`src/rtl/spike_event_scheduler.sv`:
```
`default_nettype none
// +--------------------------------------------------------------------------+
// | Module      : spike_event_scheduler                                      |
// | Description : Time-stamped spike injector. Queued (time,row) events are  |
// |               issued as 1-cycle row pulses when the time base reaches    |
// |               them. Optional macro SPIKE_STATS_EN adds per-row counters. |
// | Revision    : 1.0 - initial release                                      |
// +--------------------------------------------------------------------------+
module spike_event_scheduler #(
    parameter int NUM_SYNAPSE_ROWS = 2,
    parameter int ROW_WIDTH        = (NUM_SYNAPSE_ROWS > 1) ? $clog2(NUM_SYNAPSE_ROWS) : 1,
    parameter int TIME_WIDTH       = 16,
    parameter int FIFO_DEPTH       = 16
) (
    input  logic                          clk,
    input  logic                          reset_n,
    input  logic                          ev_valid,
    output logic                          ev_ready,
    input  logic [TIME_WIDTH-1:0]         ev_time,
    input  logic [ROW_WIDTH-1:0]          ev_row,
    input  logic                          tick,
    input  logic                          start,
    input  logic                          stop,
    input  logic                          clear,
    output logic [NUM_SYNAPSE_ROWS-1:0]   spike_out,
    output logic [TIME_WIDTH-1:0]         now,
    output logic                          running,
    output logic [$clog2(FIFO_DEPTH):0]   fill,
`ifdef SPIKE_STATS_EN
    output logic [NUM_SYNAPSE_ROWS*16-1:0] stat_count,
`endif
    output logic                          order_err,
    output logic                          late_err
);

    localparam int                          c_aw        = $clog2(FIFO_DEPTH);
    localparam logic [TIME_WIDTH-1:0]       c_time_max  = {TIME_WIDTH{1'b1}};
    localparam logic [NUM_SYNAPSE_ROWS-1:0] c_row_base  = NUM_SYNAPSE_ROWS'(1);
    localparam logic [0:0]                  c_st_idle   = 1'b0;
    localparam logic [0:0]                  c_st_run    = 1'b1;

    logic [0:0]                  r_state;
    logic [0:0]                  w_state_nxt;
    logic                        w_run;

    logic [TIME_WIDTH-1:0]       r_mem_time [FIFO_DEPTH];
    logic [ROW_WIDTH-1:0]        r_mem_row  [FIFO_DEPTH];
    logic [c_aw:0]               r_wr_ptr;
    logic [c_aw:0]               r_rd_ptr;
    logic [TIME_WIDTH-1:0]       r_now;
    logic [TIME_WIDTH-1:0]       r_last_time;
    logic [NUM_SYNAPSE_ROWS-1:0] r_spike;
    logic                        r_order_err;
    logic                        r_late_err;

    logic                        w_full;
    logic                        w_empty;
    logic                        w_clear;
    logic                        w_handshake;
    logic                        w_push;
    logic                        w_drop;
    logic                        w_pop;
    logic                        w_row_ok;
    logic                        w_pulse;
    logic [TIME_WIDTH-1:0]       w_head_time;
    logic [ROW_WIDTH-1:0]        w_head_row;

    // ---------------- FSM ----------------
    always_ff @(posedge clk or negedge reset_n) begin
        if (!reset_n) begin
            r_state <= c_st_idle;
        end else begin
            r_state <= w_state_nxt;
        end
    end

    always_comb begin
        w_state_nxt = r_state;
        case (r_state)
            c_st_idle: if (start && !stop) w_state_nxt = c_st_run;
            c_st_run:  if (stop)           w_state_nxt = c_st_idle;
            default:                       w_state_nxt = c_st_idle;
        endcase
    end

    always_comb begin
        w_run = 1'b0;
        case (r_state)
            c_st_run: w_run = 1'b1;
            default:  w_run = 1'b0;
        endcase
    end

    // ---------------- queue control ----------------
    assign w_empty     = (r_wr_ptr == r_rd_ptr);
    assign w_full      = (r_wr_ptr[c_aw] != r_rd_ptr[c_aw]) &&
                         (r_wr_ptr[c_aw-1:0] == r_rd_ptr[c_aw-1:0]);
    assign w_clear     = clear && !w_run;
    assign w_handshake = ev_valid && !w_full && !w_clear;
    assign w_push      = w_handshake && (ev_time >= r_last_time);
    assign w_drop      = w_handshake && (ev_time <  r_last_time);

    assign w_head_time = r_mem_time[r_rd_ptr[c_aw-1:0]];
    assign w_head_row  = r_mem_row[r_rd_ptr[c_aw-1:0]];

    // Emptiness is taken from registered pointers, so a push into an empty queue pops next cycle at the earliest.
    assign w_pop    = w_run && !w_empty && (w_head_time <= r_now);
    assign w_row_ok = (int'(w_head_row) < NUM_SYNAPSE_ROWS);
    assign w_pulse  = w_pop && w_row_ok;

    always_ff @(posedge clk) begin
        if (w_push) begin
            r_mem_time[r_wr_ptr[c_aw-1:0]] <= ev_time;
            r_mem_row[r_wr_ptr[c_aw-1:0]]  <= ev_row;
        end
    end

    always_ff @(posedge clk or negedge reset_n) begin
        if (!reset_n) begin
            r_wr_ptr    <= '0;
            r_rd_ptr    <= '0;
            r_last_time <= '0;
        end else if (w_clear) begin
            r_wr_ptr    <= '0;
            r_rd_ptr    <= '0;
            r_last_time <= '0;
        end else begin
            if (w_push) begin
                r_wr_ptr    <= r_wr_ptr + 1'b1;
                r_last_time <= ev_time;
            end
            if (w_pop) begin
                r_rd_ptr <= r_rd_ptr + 1'b1;
            end
        end
    end

    // ---------------- time base, pulses, flags ----------------
    always_ff @(posedge clk or negedge reset_n) begin
        if (!reset_n) begin
            r_now       <= '0;
            r_spike     <= '0;
            r_order_err <= 1'b0;
            r_late_err  <= 1'b0;
        end else begin
            r_spike <= w_pulse ? (c_row_base << w_head_row) : '0;
            if (w_clear) begin
                r_now       <= '0;
                r_order_err <= 1'b0;
                r_late_err  <= 1'b0;
            end else begin
                // Saturate rather than wrap so events at the top timestamp still issue once.
                if (w_run && tick && (r_now != c_time_max)) begin
                    r_now <= r_now + 1'b1;
                end
                if (w_drop) begin
                    r_order_err <= 1'b1;
                end
                if (w_pop && (w_head_time < r_now)) begin
                    r_late_err <= 1'b1;
                end
            end
        end
    end

`ifdef SPIKE_STATS_EN
    for (genvar g = 0; g < NUM_SYNAPSE_ROWS; g++) begin : g_stat
        logic [15:0] r_cnt;
        always_ff @(posedge clk or negedge reset_n) begin
            if (!reset_n) begin
                r_cnt <= '0;
            end else if (w_clear) begin
                r_cnt <= '0;
            end else if (w_pulse && (w_head_row == ROW_WIDTH'(g)) && (r_cnt != 16'hFFFF)) begin
                r_cnt <= r_cnt + 16'd1;
            end
        end
        assign stat_count[g*16 +: 16] = r_cnt;
    end
`endif

    assign ev_ready  = !w_full;
    assign spike_out = r_spike;
    assign now       = r_now;
    assign running   = w_run;
    assign fill      = r_wr_ptr - r_rd_ptr;
    assign order_err = r_order_err;
    assign late_err  = r_late_err;

endmodule
`default_nettype wire

```
`config.mk`:
```
export PLATFORM = sky130hd
export DESIGN_NAME = spike_event_scheduler
export DESIGN_NICKNAME = d
export VERILOG_FILES = /design/src/rtl/spike_event_scheduler.sv
export SDC_FILE = /design/constraint.sdc
export NUM_CORES = 1
export LEC_CHECK = 0
export CAP_MARGIN = 0
export CORE_MARGIN = 8
export CORE_UTILIZATION = 61
export CTS_CLUSTER_DIAMETER = 30
export DETAILED_ROUTE_END_ITERATION = 16
export PLACE_DENSITY = 0.8
export SLEW_MARGIN = 15
export SYNTH_ARGS = -nofsm -noshare
export SYNTH_HDL_FRONTEND = slang
export SYNTH_SLANG_ARGS = --single-unit
```
`constraint.sdc`:
```
create_clock -name clk -period 4.5 [get_ports clk]
set_input_delay 0.45 -clock clk [delete_from_list [all_inputs] [get_ports clk]]
set_output_delay 0.45 -clock clk [all_outputs]
set_load 0.05 [all_outputs]
```
==> run summary <==
CTS
* **number of gates resized after cts** 0
* **clock tree buffer depth** 3
* **clock tree from TritonCTS** yes
* **H-Tree Depth** 2
* **clock-pin slew reported for the worst setup and hold paths after clock tree synthesis** 60 ps
* **post-CTS setup buffer count** 0
* **# clock sinks** 319
* **TritonCTS Buffers** 51
* **clock root buffer** sky130_fd_sc_hd__clkbuf_16
* **number of hold-repair buffers added at the cts stage** 0
* **worst-skew pair later-pin latency** 550 ps

GRT
* **largest net degree at the start of global routing** 48
* **antenna violations before repair** 0
* **via count of the first global-routing pass** 8762
* **Congestion Overflow GR** 0
* **global-route wire length before repair** 51.5 mm
* **Overall Global Routing Usage** 25.7%

Timing
* **setup TNS** 0 ps
* **clock tree skew after final layout** 22.6 ps
* **post-layout min period** 4050 ps
* **fraction of the cycle the final worst path needs** 90.0%
* **final count of pins violating max slew** 0
* **worst slew margin relative to its limit** 49.2%
* **RSZ-0062 raised after global routing** no
* **Hold Fails Final Rpt** 0
* **max frequency** 247 MHz
* **transition time at the pin with the least slew margin** 755 ps
* **final setup violation count** 0

Status
* **outcome** completed

Setup path
* **kind of capture point of the worst setup path** flop
* **WP depth** 14
* **data arrival time of the critical path** 4510 ps
* **cells along the critical path** buf_12, buf_4, mux2i_1, a221oi_1, o21ai_0, nand2_1, ha_1, nand2_1, or4_4, nor4b_2, a31oi_1, buf_4, or3_1, a21oi_1
* **required time of the critical path** 4960 ps
* **depth of the worst register-to-register path** 14
* **category of cells accounting for the largest share of critical-path delay** simple AND/OR/NAND/NOR gates
* **critical path startpoint category** flop
* **critical path buffer and inverter count** 3
* **classification of the worst setup path** flop to flop
* **Worst path slowest cell** sky130_fd_sc_hd__dfrtp_4
* **maximum fanout along the worst path** 31
* **Largest stage delay, worst path** 580 ps

Final layout
* **count of filler cells inserted in the layout** 1209
* **layout-stage area growth over the synthesis result** 21.3%
* **area of the multi-input gates** 3880 um2
* **area taken by flip-flops and latches** 9350 um2
* **most common library cell in the layout ignoring fill and taps** sky130_fd_sc_hd__edfxtp_1
* **Final nets** 1022
* **fraction of layout cells with a size suffix above 1** 19.3%
* **commonest cells after routing, fill and taps aside** 272 x sky130_fd_sc_hd__edfxtp_1, 71 x sky130_fd_sc_hd__mux2i_1, 53 x sky130_fd_sc_hd__clkbuf_16, 49 x sky130_fd_sc_hd__clkdlybuf4s50_1
* **antenna diode count** 0

Synthesis
* **count of flip-flops with a built-in enable after synthesis** 272
* **top flip-flop cell by instance count after synthesis** sky130_fd_sc_hd__edfxtp_1
* **instance count of the mapped netlist** 842
* **Yosys warnings** 0
* **net count of the mapped netlist** 909
* **per-instance average area after synthesis** 16.1 um2
* **count of cell types in the netlist** 51
* **cell area after synthesis** 13500 um2
* **asr flop ratio synth** 14.7%
* **share of synthesized area occupied by flip-flops and latches** 69.1%
* **flops & latches, synth** 319

Hold path
* **class of the worst hold path** input port to asynchronous set/reset pin

Floorplanning
* **initial standard-cell utilization of the core** 62.0%
* **width of the die** 165 um
* **number of I/O pins** 51
* **overall die area** 27200 um2
* **Die H** 165 um
* **Core Area** 21800 um2
* **std cell rows** 54

Drt
* **drt first-iter violations** 777
* **Residual DRC** 0
* **vias after detailed routing** 8353
* **aggregate routed wire length** 34.2 mm
* **via count normalized by instance count** 6.54
* **first drt pass iteration count** 6
* **remaining antenna violation count after routing** 0
* **post-DR wirelength/cell** 26.8 um

Placed design
* **port bufs** 50
* **sum of net half-perimeters after detailed placement** 19.5 mm
* **routability-driven placement congestion ratio** 0.837

Power and ir drop
* **leakage power** 5.73 nW
* **maximum ir drop on the vdd rail** 468 uV
* **power consumption** 8.81 mW
* **power density over the cells** 537 nW/um2

Job
* **Max-cap violations** 0

[cell type report]
cell class	instances	area share, %
Clock buffer	55	8.13
Clock inverter	40	2.82
Inverter	42	0.961
Multi-Input combinational cell	442	23.6
Sequential cell	319	57.0
Tap cell	280	2.14
Timing Repair Buffer	99	5.34
[path summary, 6_finish.rpt]
| path | start | to | slack, ps |
|---|---|---|---|
| max | r_rd_ptr[0]$_DFFE_PN0P_ | r_rd_ptr[4]$_DFFE_PN0P_ | 450 |
| min | reset_n | now[8]$_DFFE_PN0P_ | 10 |
| max reg2reg | r_rd_ptr[0]$_DFFE_PN0P_ | r_rd_ptr[4]$_DFFE_PN0P_ | 450 |
| min reg2reg | r_wr_ptr[4]$_DFFE_PN0P_ | r_wr_ptr[4]$_DFFE_PN0P_ | 500 |
| max in group asynchronous | reset_n | r_rd_ptr[0]$_DFFE_PN0P_ | 3980 |
| min in group clk | stop | r_state$_DFF_PN0_ | 440 |
[metrics by stage]
step / util, % / std cells / setup slack (ps) / hold WS [ps] / instance area, um2
after global routing: 75.2 / 1277 / 269 / 70.1 / 16400
final: 75.2 / 1277 / 449 / 12.7 / 16400
after CTS: 75.2 / 1277 / 487 / 24.4 / 16400
after detailed placement: 67.0 / 1182 / 606 / 490 / 14600
after global placement: 67.0 / 1182 / 670 / 485 / 14600
after floorplan: - / 842 / 729 / 154 / 13500
[worst reg2reg max path, stage by stage, from the launching register on]
cell and delay [ps]:
sky130_fd_sc_hd__dfrtp_4 580, sky130_fd_sc_hd__buf_12 270, sky130_fd_sc_hd__buf_4 320, sky130_fd_sc_hd__mux2i_1 220, sky130_fd_sc_hd__a221oi_1 150, sky130_fd_sc_hd__o21ai_0 310, sky130_fd_sc_hd__nand2_1 190, sky130_fd_sc_hd__ha_1 310
sky130_fd_sc_hd__nand2_1 50, sky130_fd_sc_hd__or4_4 520, sky130_fd_sc_hd__nor4b_2 250, sky130_fd_sc_hd__a31oi_1 60, sky130_fd_sc_hd__buf_4 190, sky130_fd_sc_hd__or3_1 360, sky130_fd_sc_hd__a21oi_1 160
[cell families after synthesis]
group / after synthesis / synth area share [%]
buffers and inverters: 81 / 2.39
xor gates and xnor gates: 18 / 1.17
DFF: 319 / 69.1
muxes: 105 / 10.9
and+or+nand+nor: 144 / 5.32
AOI/OAI and AO/OA: 132 / 7.07
adders and majority gates: 43 / 4.03
[where the power goes]
part / leakage [nW] / total, mW / switching [mW] / internal (mW)
clock: 0.875 / 4.05 / 1.49 / 2.55
sequential: 3.08 / 3.38 / 0.0689 / 3.31
combinational: 1.77 / 1.39 / 0.799 / 0.588
[Yosys cell counts (18+ instances only)]
cell	number	area (um2)
sky130_fd_sc_hd__ha_1	42	526
sky130_fd_sc_hd__nand2_1	48	180
sky130_fd_sc_hd__o21ai_0	21	105
sky130_fd_sc_hd__inv_1	39	146
sky130_fd_sc_hd__edfxtp_1	272	8170
sky130_fd_sc_hd__a221oi_1	35	307
sky130_fd_sc_hd__mux4_2	34	766
sky130_fd_sc_hd__mux2i_1	71	711
sky130_fd_sc_hd__nor2_1	28	105
sky130_fd_sc_hd__dfrtp_1	47	1180
sky130_fd_sc_hd__o31ai_1	18	135
sky130_fd_sc_hd__clkbuf_1	22	82.6
[flip-flops by register name (all words and copies together), names as in the netlist]
name and cells:
spike_out 2, r_mem_row 16, late_err 1, r_mem_time 256
r_wr_ptr 5, r_last_time 16, order_err 1, r_rd_ptr 5
r_state 1, now 16
[per-layer routing]
metal	global-route usage (%)	vias to the layer above	routed length [um]
met1	31.9	4194	12600
met3	5.11	103	3100
met4	10.4	0	1260
met5	0	-	0
met2	43.8	496	17200
li1	-	3560	-
(Power assumes the default switching activity.)
